<file path="config.mk">
export PLATFORM = sky130hd
export DESIGN_NAME = block_lock_132
export DESIGN_NICKNAME = d
export VERILOG_FILES = /design/src/rtl/block_lock_132.sv
export SDC_FILE = /design/constraint.sdc
export NUM_CORES = 1
export LEC_CHECK = 0
export BUFFER_PORTS_ARGS = -buffer_cell sky130_fd_sc_hd__buf_2
export CAP_MARGIN = 20
export CORE_MARGIN = 2
export CORE_UTILIZATION = 47
export DETAILED_ROUTE_END_ITERATION = 16
export PLACE_DENSITY = 0.83
export SYNTH_ARGS = -nofsm -noshare
export SYNTH_HDL_FRONTEND = slang
export SYNTH_SLANG_ARGS = --single-unit
</file>
<file path="constraint.sdc">
create_clock -name i_clk -period 2.58 [get_ports i_clk]
set_input_delay 0.387 -clock i_clk [delete_from_list [all_inputs] [get_ports i_clk]]
set_output_delay 0.387 -clock i_clk [all_outputs]
set_load 0.01 [all_outputs]
</file>
<file path="src/rtl/block_lock_132.sv">
// ---------------------------------------------------------------------------
// block_lock_132
//
// Block-lock receiver for a 128b payload / 4b sync-header line code. Words
// come out of an upstream 132-bit async FIFO. The block hunts for a good
// sync-header alignment, requests 1-bit slips from the upstream gearbox
// while alignment is wrong, and declares lock after LOCK_CNT consecutive
// good headers. While locked, it forwards the payload of every good word and
// watches a sliding window of WIN_LEN words. Lock is dropped once BAD_MAX bad
// headers are seen inside one window.
//
// Parameters
//   LOCK_CNT  - consecutive good headers needed to declare lock (>= 2)
//   WIN_LEN   - locked monitoring window length, in valid words
//   BAD_MAX   - bad headers inside one window that drop lock
//   SLIP_WAIT - valid words discarded unchecked after each slip (>= 1)
//
// Ports
//   i_clk    in   1    link-layer read clock
//   i_rst    in   1    synchronous active-high reset
//   i_empty  in   1    upstream FIFO empty flag
//   o_ren    out  1    FIFO read enable (never back-pressures)
//   i_rdata  in   132  FIFO read data, [131:128] header, [127:0] payload
//   o_data   out  128  payload of an accepted word (holds between words)
//   o_ctrl   out  1    1 = control block (4'b1010), 0 = data block (4'b0101)
//   o_valid  out  1    o_data / o_ctrl valid this cycle
//   o_lock   out  1    block lock achieved
//   o_slip   out  1    one-cycle 1-bit slip request to the gearbox
//   o_err    out  1    one-cycle pulse per bad header seen while locked
// ---------------------------------------------------------------------------
module block_lock_132 #(
  parameter int unsigned LOCK_CNT  = 16,
  parameter int unsigned WIN_LEN   = 64,
  parameter int unsigned BAD_MAX   = 8,
  parameter int unsigned SLIP_WAIT = 4
) (
  input  logic         i_clk,
  input  logic         i_rst,
  input  logic         i_empty,
  output logic         o_ren,
  input  logic [131:0] i_rdata,
  output logic [127:0] o_data,
  output logic         o_ctrl,
  output logic         o_valid,
  output logic         o_lock,
  output logic         o_slip,
  output logic         o_err
);

  // Counter widths are sized so that each counter can hold its terminal
  // value; no counter ever needs to wrap.
  localparam int GOOD_W = $clog2(LOCK_CNT + 1);
  localparam int BAD_W  = $clog2(BAD_MAX + 1);
  localparam int WIN_W  = $clog2(WIN_LEN + 1);
  localparam int SLIP_W = $clog2(SLIP_WAIT + 1);

  localparam logic [GOOD_W-1:0] GOOD_LAST = GOOD_W'(LOCK_CNT);
  localparam logic [BAD_W-1:0]  BAD_LAST  = BAD_W'(BAD_MAX);
  localparam logic [WIN_W-1:0]  WIN_LAST  = WIN_W'(WIN_LEN);
  localparam logic [SLIP_W-1:0] SLIP_LAST = SLIP_W'(SLIP_WAIT);

  localparam logic [3:0] HDR_DATA = 4'b0101;
  localparam logic [3:0] HDR_CTRL = 4'b1010;

  typedef enum logic [1:0] {
    HUNT   = 2'd0,
    SLIPW  = 2'd1,
    VERIFY = 2'd2,
    LOCKED = 2'd3
  } state_t;

  state_t            state;
  logic              rvalid;
  logic [GOOD_W-1:0] good_cnt;
  logic [BAD_W-1:0]  bad_cnt;
  logic [WIN_W-1:0]  win_cnt;
  logic [SLIP_W-1:0] slip_cnt;

  logic [3:0]        hdr;
  logic              hdr_ctrl;
  logic              hdr_good;
  logic [GOOD_W-1:0] good_inc;
  logic [BAD_W-1:0]  bad_inc;
  logic [WIN_W-1:0]  win_inc;
  logic [SLIP_W-1:0] slip_inc;
  logic              lose_lock;
  logic              win_end;

  // The FIFO is drained whenever it has data; reset gates the read so no
  // word is popped and then lost inside the reset cycle.
  assign o_ren = !i_empty && !i_rst;

  // Header decode: only the two legal sync patterns count as good.
  assign hdr      = i_rdata[131:128];
  assign hdr_ctrl = (hdr == HDR_CTRL);
  assign hdr_good = hdr_ctrl || (hdr == HDR_DATA);

  // Next values of the counters for the word currently presented.
  // bad_inc saturates so the loss-of-lock compare can never be skipped.
  assign good_inc  = good_cnt + GOOD_W'(1);
  assign win_inc   = win_cnt + WIN_W'(1);
  assign slip_inc  = slip_cnt + SLIP_W'(1);
  assign bad_inc   = (bad_cnt == BAD_LAST) ? bad_cnt : bad_cnt + BAD_W'(1);

  // Loss of lock has priority over the window-end clear, so a window whose
  // last word is the BAD_MAX-th bad one still drops lock.
  assign lose_lock = !hdr_good && (bad_inc == BAD_LAST);
  assign win_end   = (win_inc == WIN_LAST);

  // Lock FSM. The FIFO returns data one cycle after the read, so rvalid is
  // the registered read enable and qualifies i_rdata. The state machine only
  // moves on valid words; an empty gap just freezes it. All outputs are
  // registered here; the pulses default low every cycle.
  always_ff @(posedge i_clk) begin
    if (i_rst) begin
      state    <= HUNT;
      rvalid   <= 1'b0;
      good_cnt <= '0;
      bad_cnt  <= '0;
      win_cnt  <= '0;
      slip_cnt <= '0;
      o_data   <= '0;
      o_ctrl   <= 1'b0;
      o_valid  <= 1'b0;
      o_lock   <= 1'b0;
      o_slip   <= 1'b0;
      o_err    <= 1'b0;
    end else begin
      rvalid  <= o_ren;
      o_valid <= 1'b0;
      o_slip  <= 1'b0;
      o_err   <= 1'b0;

      if (rvalid) begin
        case (state)
          // Searching for alignment: one good header starts verification,
          // a bad one asks the gearbox to shift by one bit.
          HUNT: begin
            if (hdr_good) begin
              state    <= VERIFY;
              good_cnt <= GOOD_W'(1);
            end else begin
              o_slip   <= 1'b1;
              slip_cnt <= '0;
              state    <= SLIPW;
            end
          end

          // Words already in flight through the gearbox still carry the old
          // alignment, so a fixed number of them are dropped unchecked.
          SLIPW: begin
            if (slip_inc == SLIP_LAST) begin
              slip_cnt <= '0;
              state    <= HUNT;
            end else begin
              slip_cnt <= slip_inc;
            end
          end

          // Counting consecutive good headers. The word that completes the
          // run is already trusted and gets forwarded.
          VERIFY: begin
            if (hdr_good) begin
              if (good_inc == GOOD_LAST) begin
                state    <= LOCKED;
                o_lock   <= 1'b1;
                good_cnt <= '0;
                win_cnt  <= '0;
                bad_cnt  <= '0;
                o_valid  <= 1'b1;
                o_data   <= i_rdata[127:0];
                o_ctrl   <= hdr_ctrl;
              end else begin
                good_cnt <= good_inc;
              end
            end else begin
              o_slip   <= 1'b1;
              good_cnt <= '0;
              slip_cnt <= '0;
              state    <= SLIPW;
            end
          end

          // Locked: forward good words, flag bad ones, and police the
          // bad-header rate per window.
          LOCKED: begin
            if (hdr_good) begin
              o_valid <= 1'b1;
              o_data  <= i_rdata[127:0];
              o_ctrl  <= hdr_ctrl;
            end else begin
              o_err <= 1'b1;
            end

            if (lose_lock) begin
              o_slip   <= 1'b1;
              o_lock   <= 1'b0;
              win_cnt  <= '0;
              bad_cnt  <= '0;
              slip_cnt <= '0;
              state    <= SLIPW;
            end else if (win_end) begin
              win_cnt <= '0;
              bad_cnt <= '0;
            end else begin
              win_cnt <= win_inc;
              bad_cnt <= hdr_good ? bad_cnt : bad_inc;
            end
          end

          default: begin
            state <= HUNT;
          end
        endcase
      end
    end
  end

endmodule

</file>
=== After elaboration in Yosys (flattened, before gate mapping) ===
Cells that the tools add are included.

* Muxes and demuxes: 45
* Reduce and logical (&&, ||, !) cells: 19
* Bitwise gates (word level): 2
* $add $sub $neg: 4
* Equal/unequal tests: 19

{| class="wikitable"
|+ Operator list
! operator !! number
|-
| 128-bit 2-to-1 mux || 3
|-
| 128-bit one-hot mux with 2 select lines || 1
|-
| 7-bit 2-to-1 mux || 4
|-
| 4-bit 2-to-1 mux || 6
|-
| 5-bit 2-to-1 mux || 3
|-
| 5-bit AND reduction || 3
|-
| 2-bit inequality test, second input constant || 7
|-
| 7-bit one-hot mux with 2 select lines || 1
|-
| 4-bit == test, second input constant || 3
|-
| 1-bit 2-to-1 mux || 11
|-
| 2-bit 2-to-1 mux || 5
|-
| 5-bit one-hot mux with 2 select lines || 1
|-
| 3-bit 2-to-1 mux || 3
|-
| 3-bit one-hot mux with 3 select lines || 1
|-
| 1-bit one-hot mux with 2 select lines || 4
|-
| 2-bit one-hot mux with 4 select lines || 1
|-
| 4-bit one-hot mux with 2 select lines || 1
|-
| 4-bit AND reduction || 2
|-
| 7-bit by 1-bit adder with 7-bit output, second input constant || 1
|-
| 7-bit == test, second input constant || 1
|-
| 3-bit AND reduction || 2
|-
| 5-bit by 1-bit adder with 5-bit output, second input constant || 1
|-
| 5-bit == test, second input constant || 1
|-
| 4-bit by 1-bit adder with 4-bit output, second input constant || 1
|-
| other kinds (15) || 22
|}

* Output and inout bits: 134
* Logic and storage cells: 101
* Input bits: 135
* Flip-flop bits (word level): 155

=== Longest topological paths before layout ===
* Depth after elaboration: 6
* Gate-level depth with buffers: 9
* Mapped depth without buffers: 8

=== Worst setup path after synthesis ===
OpenSTA, ideal clock, no wires.

* Path type: reg-to-reg
* From: register bad_cnt[0]
* To: register slip_cnt[2]
* Path slack: 0.325 ns
* Buffers on the path: 0
* Arrival time: 2.185 ns
* Data required time: 2.510 ns
* Library setup time: 0.070 ns
* Clock period less this slack: 2.255 ns
* Cell stages (with the launch flop): 9
* Path through: dfxtp_1 -> inv_1 -> ha_1 -> nor4bb_1 -> a211oi_2 -> o41ai_4 -> nand3b_2 -> or4_1 -> a21oi_1

* Word-level cells in the longest chain between the ends: 6
* Elaborated cells on any way between the ends: 7
* Classes of those cells: 1 x add/sub; 3 x eq/ne; 1 x mux; 2 x reduce/logical

{| class="wikitable"
|+ Ends and longest elaborated chain
! item !! line !! text
|-
| from (decl) || 75 || <nowiki>logic [BAD_W-1:0] bad_cnt;</nowiki>
|-
| from (signal assigned) || 207 || <nowiki>bad_cnt <= hdr_good ? bad_cnt : bad_inc;</nowiki>
|-
| 4-bit by 1-bit adder with 4-bit output / 4-bit == test (equally long branches) || 103 || <nowiki>assign bad_inc = (bad_cnt == BAD_LAST) ? bad_cnt : bad_cnt + BAD_W'(1);</nowiki>
|-
| 4-bit 2-to-1 mux * || 103 ||
|-
| 4-bit == test * || 107 || <nowiki>assign lose_lock = !hdr_good && (bad_inc == BAD_LAST);</nowiki>
|-
| 1-bit logical AND * || 107 ||
|-
| 2-bit inequality test (no line) * || - ||
|-
| 3-bit AND reduction (no line) * || - ||
|-
| to (signal assigned) || 156 || <nowiki>slip_cnt <= slip_inc;</nowiki>
|-
| to (decl) || 77 || <nowiki>logic [SLIP_W-1:0] slip_cnt;</nowiki>
|}

Every way passes the cells marked *; elsewhere a longest branch is shown, timed or not.
A chain may end at the register's enable or synchronous reset.

=== Final worst setup path ===
Ends and elaborated chain as after synthesis.

==> impl_metrics.prom <==
# TYPE chip_impl_metric gauge
chip_impl_metric{name="grt_start_max_net_pins",unit=""} 79
chip_impl_metric{name="effective_utilization_at_floorplan",unit="%"} 47.74
chip_impl_metric{name="synth_seq_cells",unit=""} 155
chip_impl_metric{name="avgRoutedWirePerCell",unit="um"} 13.20
chip_impl_metric{name="cts_hold_buffers",unit=""} 0
chip_impl_metric{name="synth.yosys.seq_area_share",unit="%"} 52.14
chip_impl_metric{name="number_of_antenna_violations_at_the_first_check_in_global_routing",unit=""} 0
chip_impl_metric{name="power_frac_clock",unit="%"} 51.1
chip_impl_metric{name="fin_crit",unit="ns"} 2.361
chip_impl_metric{name="power.switching_fraction",unit="%"} 20.52
chip_impl_metric{name="seqPwrFrac",unit="%"} 45.5
chip_impl_metric{name="antenna_cells",unit=""} 0
chip_impl_metric{name="area.growth.synth_to_final",unit="%"} 36.08
chip_impl_metric{name="multi_input_combinational_cell_area",unit="um^2"} 2626
chip_impl_metric{name="placeable_area",unit="um^2"} 12470
chip_impl_metric{name="timing.final.ws_setup",unit="ns"} 0.2192
chip_impl_metric{name="ctsHtreeMaxLevel",unit=""} 4
chip_impl_metric{name="totalNegativeSetupSlack",unit="ns"} 0
chip_impl_info{name="topRoutingLayerUsed",value="met4"} 1
chip_impl_metric{name="clk_path_buf_depth",unit=""} 2
chip_impl_metric{name="clk_transition_reported_paths",unit="ns"} 0.06
chip_impl_metric{name="cp_max_fo",unit=""} 8
chip_impl_metric{name="detailroute.via_count",unit=""} 5920
chip_impl_info{name="synth_top_cells_by_count",value="274 x sky130_fd_sc_hd__nand2_1, 155 x sky130_fd_sc_hd__dfxtp_1, 146 x sky130_fd_sc_hd__a21oi_1, 26 x sky130_fd_sc_hd__clkbuf_1"} 1
chip_impl_metric{name="hold_worst_slack",unit="ns"} 0.1405
chip_impl_metric{name="via_density_per_instance",unit=""} 5.004
chip_impl_metric{name="route.layer.met1.wl",unit="um"} 6231
chip_impl_info{name="crit_type",value="reg2reg"} 1
chip_impl_metric{name="post_route_clock_skew",unit="ns"} 0.01211
chip_impl_metric{name="synth_nets",unit=""} 893
chip_impl_metric{name="synth.top_cell.area_share",unit="%"} 52.14
chip_impl_metric{name="final_slew_violations",unit=""} 0
chip_impl_metric{name="remaining_drc_errors",unit=""} 0
chip_impl_metric{name="layout.nets",unit=""} 1139
chip_impl_metric{name="postRouteAntennaNets",unit=""} 0
chip_impl_metric{name="dp_worst_setup_slack",unit="ns"} 0.2275
chip_impl_metric{name="first_global_vias",unit=""} 4972
chip_impl_metric{name="hpwlAfterDp",unit="um"} 11000
chip_impl_metric{name="ff_latch_area",unit="um^2"} 3103
chip_impl_info{name="synth_top_cells_by_area",value="sky130_fd_sc_hd__dfxtp_1 52%, sky130_fd_sc_hd__nand2_1 17%, sky130_fd_sc_hd__a21oi_1 12%"} 1
chip_impl_metric{name="post_synth.cell_area_avg",unit="um^2"} 7.913
chip_impl_metric{name="synth_cells",unit=""} 752
chip_impl_metric{name="layout.filler_cells",unit=""} 1068
chip_impl_info{name="cell_type_with_the_highest_aggregate_area_in_the_netlist",value="sky130_fd_sc_hd__dfxtp_1"} 1
chip_impl_metric{name="globalplace.congestion",unit=""} 0.8187
chip_impl_metric{name="p_total",unit="mW"} 5.292
chip_impl_info{name="rsz0062_at_grt",value="no"} 1
chip_impl_metric{name="vdd_drop_max",unit="mV"} 0.4157
chip_impl_metric{name="final.period_utilization",unit="%"} 91.50
chip_impl_metric{name="cts_resized",unit=""} 0
chip_impl_metric{name="floorplan.die_area",unit="um^2"} 13580
chip_impl_metric{name="maxCapViolations",unit=""} 0
chip_impl_info{name="worst_path_max_delay_cell",value="sky130_fd_sc_hd__or4_1"} 1
chip_impl_metric{name="max-slew-margin-rel",unit="%"} 60.53
chip_impl_metric{name="number_of_endpoints_failing_setup_at_the_final_stage",unit=""} 0
chip_impl_info{name="worst_setup_path_start_kind",value="flip-flop"} 1
chip_impl_info{name="worst_setup_path_end_kind",value="flip-flop"} 1
chip_impl_metric{name="leakage",unit="nW"} 3.481
chip_impl_metric{name="number_of_setup_buffers_added_after_cts",unit=""} 0
chip_impl_metric{name="grt_remaining_overflow",unit=""} 0
chip_impl_metric{name="asyncSetResetFlopFracSynth",unit="%"} 0
chip_impl_metric{name="place.port_buffers",unit=""} 268
chip_impl_metric{name="insertion_delay",unit="ns"} 0.42
chip_impl_metric{name="power.density_cell_area",unit="nW/um^2"} 653.6
chip_impl_info{name="root_buffer",value="sky130_fd_sc_hd__clkbuf_16"} 1
chip_impl_info{name="status",value="finished clean"} 1
chip_impl_metric{name="maxClockFrequency",unit="MHz"} 423.6
chip_impl_metric{name="timing.critical_path.required",unit="ns"} 2.93
chip_impl_metric{name="worst-endpoint-arrival",unit="ns"} 2.71
chip_impl_info{name="cts_tree",value="yes"} 1
chip_impl_metric{name="drt_iter0_drc",unit=""} 391
chip_impl_metric{name="die_w",unit="um"} 116.5
chip_impl_metric{name="timing.critical_path.slowest_cell_delay",unit="ns"} 0.48
chip_impl_metric{name="met3_length",unit="um"} 1452
chip_impl_metric{name="clock_sinks",unit=""} 155
chip_impl_metric{name="ys_warn_count",unit=""} 0
chip_impl_info{name="hp-class",value="in2reg"} 1
chip_impl_metric{name="drt_pre_antenna_iters",unit=""} 5
chip_impl_metric{name="placementRows",unit=""} 41
chip_impl_metric{name="ys_types",unit=""} 49
chip_impl_metric{name="grt_util_all_layers",unit="%"} 21.23
chip_impl_metric{name="top_level_ports",unit=""} 269
chip_impl_metric{name="met2WireLength",unit="um"} 7681
chip_impl_info{name="most_used_flip_flop_cell_after_synthesis",value="sky130_fd_sc_hd__dfxtp_1"} 1
chip_impl_info{name="worstPathCellList",value="inv_1 > ha_1 > nor4bb_1 > a211oi_2 > o41ai_4 > nand3b_2 > or4_1 > a21oi_1"} 1
chip_impl_metric{name="p_sw",unit="mW"} 1.086
chip_impl_metric{name="grt_pass1_wl",unit="um"} 22910
chip_impl_metric{name="drive_gt1_share",unit="%"} 31.95
chip_impl_metric{name="max_slew.worst_pin.slew",unit="ns"} 0.5884
chip_impl_metric{name="die_h",unit="um"} 116.5
chip_impl_metric{name="internal-power",unit="mW"} 4.207
chip_impl_metric{name="synth_enable_flop_cells",unit=""} 0
chip_impl_metric{name="wirelength",unit="um"} 15620
chip_impl_metric{name="comb_power_share",unit="%"} 3.4
chip_impl_metric{name="mappedNetlistArea",unit="um^2"} 5951
chip_impl_info{name="synthMostInstantiatedCell",value="sky130_fd_sc_hd__nand2_1"} 1
chip_impl_metric{name="timing.final.hold_violations",unit=""} 0
chip_impl_metric{name="numCtsBuffers",unit=""} 17
-- final timing paths --
| check | startpoint | endpoint | slack [ns] | cells after the start |
|---|---|---|---|---|
| max reg2reg | bad_cnt[0] | slip_cnt[2] | 0.22 | 8 |
| min | i_empty | rvalid | 0.14 | 2 |
| min reg2reg | o_data[124] | o_data[124] | 0.45 | 2 |
| max | bad_cnt[0] | slip_cnt[2] | 0.22 | 8 |
-- critical path, delay by kind of cell, from the launching register on --
kind                       cells  cell delay (ns)
DFF                            1             0.37
and+or+nand+nor                3             1.00
adders and majority gates      1             0.18
AOI/OAI and AO/OA              3             0.63
buffers and inverters          1             0.11
-- area by class of cell --
class | instances | area share, %
clock buffer | 21 | 5.810
clock inverter | 11 | 2.256
inverter | 5 | 0.2318
multi-input combinational | 541 | 32.43
sequential | 155 | 38.32
tap | 172 | 2.658
timing repair buffer | 278 | 18.29
-- kinds of logic after synthesis --
family	Yosys count	synth area share (%)
AO/OA/AOI/OAI	178	16.42
XOR/XNOR	1	0.1472
adder cells (fa/ha/maj)	6	1.262
buffers and inverters	56	4.016
flip-flops	155	52.14
multiplexers	5	0.8621
AND/OR/NAND/NOR	351	25.15
-- layer usage --
layer  vias up  GRT usage, %
met2       230         35.89
met5         -             0
met3        20         7.888
li1       2983             -
met4         0         8.413
met1      2687         24.39
-- flip-flops by register name, indices dropped and copies added (netlist names) --
| signal | count |
|---|---|
| o_err | 1 |
| o_data | 128 |
| slip_cnt | 3 |
| good_cnt | 5 |
| o_ctrl | 1 |
| bad_cnt | 4 |
| win_cnt | 7 |
| rvalid | 1 |
| o_valid | 1 |
| o_slip | 1 |
| state | 2 |
| o_lock | 1 |
-- power by group through the flow --
stage / sequential, mW / combinational, mW / clock [mW]
floorplan: 2.45 / 0.0662 / 0
global placement: 2.46 / 0.182 / 0
detailed placement: 2.46 / 0.181 / 0
CTS: 2.41 / 0.182 / 2.75
global route: 2.41 / 0.201 / 2.84
finish: 2.41 / 0.182 / 2.70
-- placed cells by master, fill, tap and decap left out, drive strengths merged, types with 2 or more instances in the layout --
cell type  synthesis  final
buf               25    278
nand2            274    274
dfxtp            155    155
a21oi            146    146
nor2              23     23
clkbuf            26     21
o21ai             11     11
nand3              9      9
inv                5      8
a22oi              6      6
ha                 6      6
and2               5      5
nor2b              5      5
nor3               5      5
nand3b             5      5
mux2i              4      4
nand4              4      4
bufinv             0      4
a211oi             4      4
or4                3      3
clkinv             0      3
nand2b             2      2
and2b              2      2
nand4b             2      2
and4bb             2      2
or2                2      2
and3               2      2
-- per-stage QoR --
stage / area (um^2) / std cells / utilization, %
6_report: 8098 / 1183 / 64.96
5_1_grt: 8098 / 1183 / 64.96
4_1_cts: 8098 / 1183 / 64.96
3_5_place_dp: 7445 / 1151 / 59.72
3_3_place_gp: 7445 / 1151 / 59.72
2_1_floorplan: 5951 / 752 / -
Note: power is estimated with default switching activity, not from simulation.
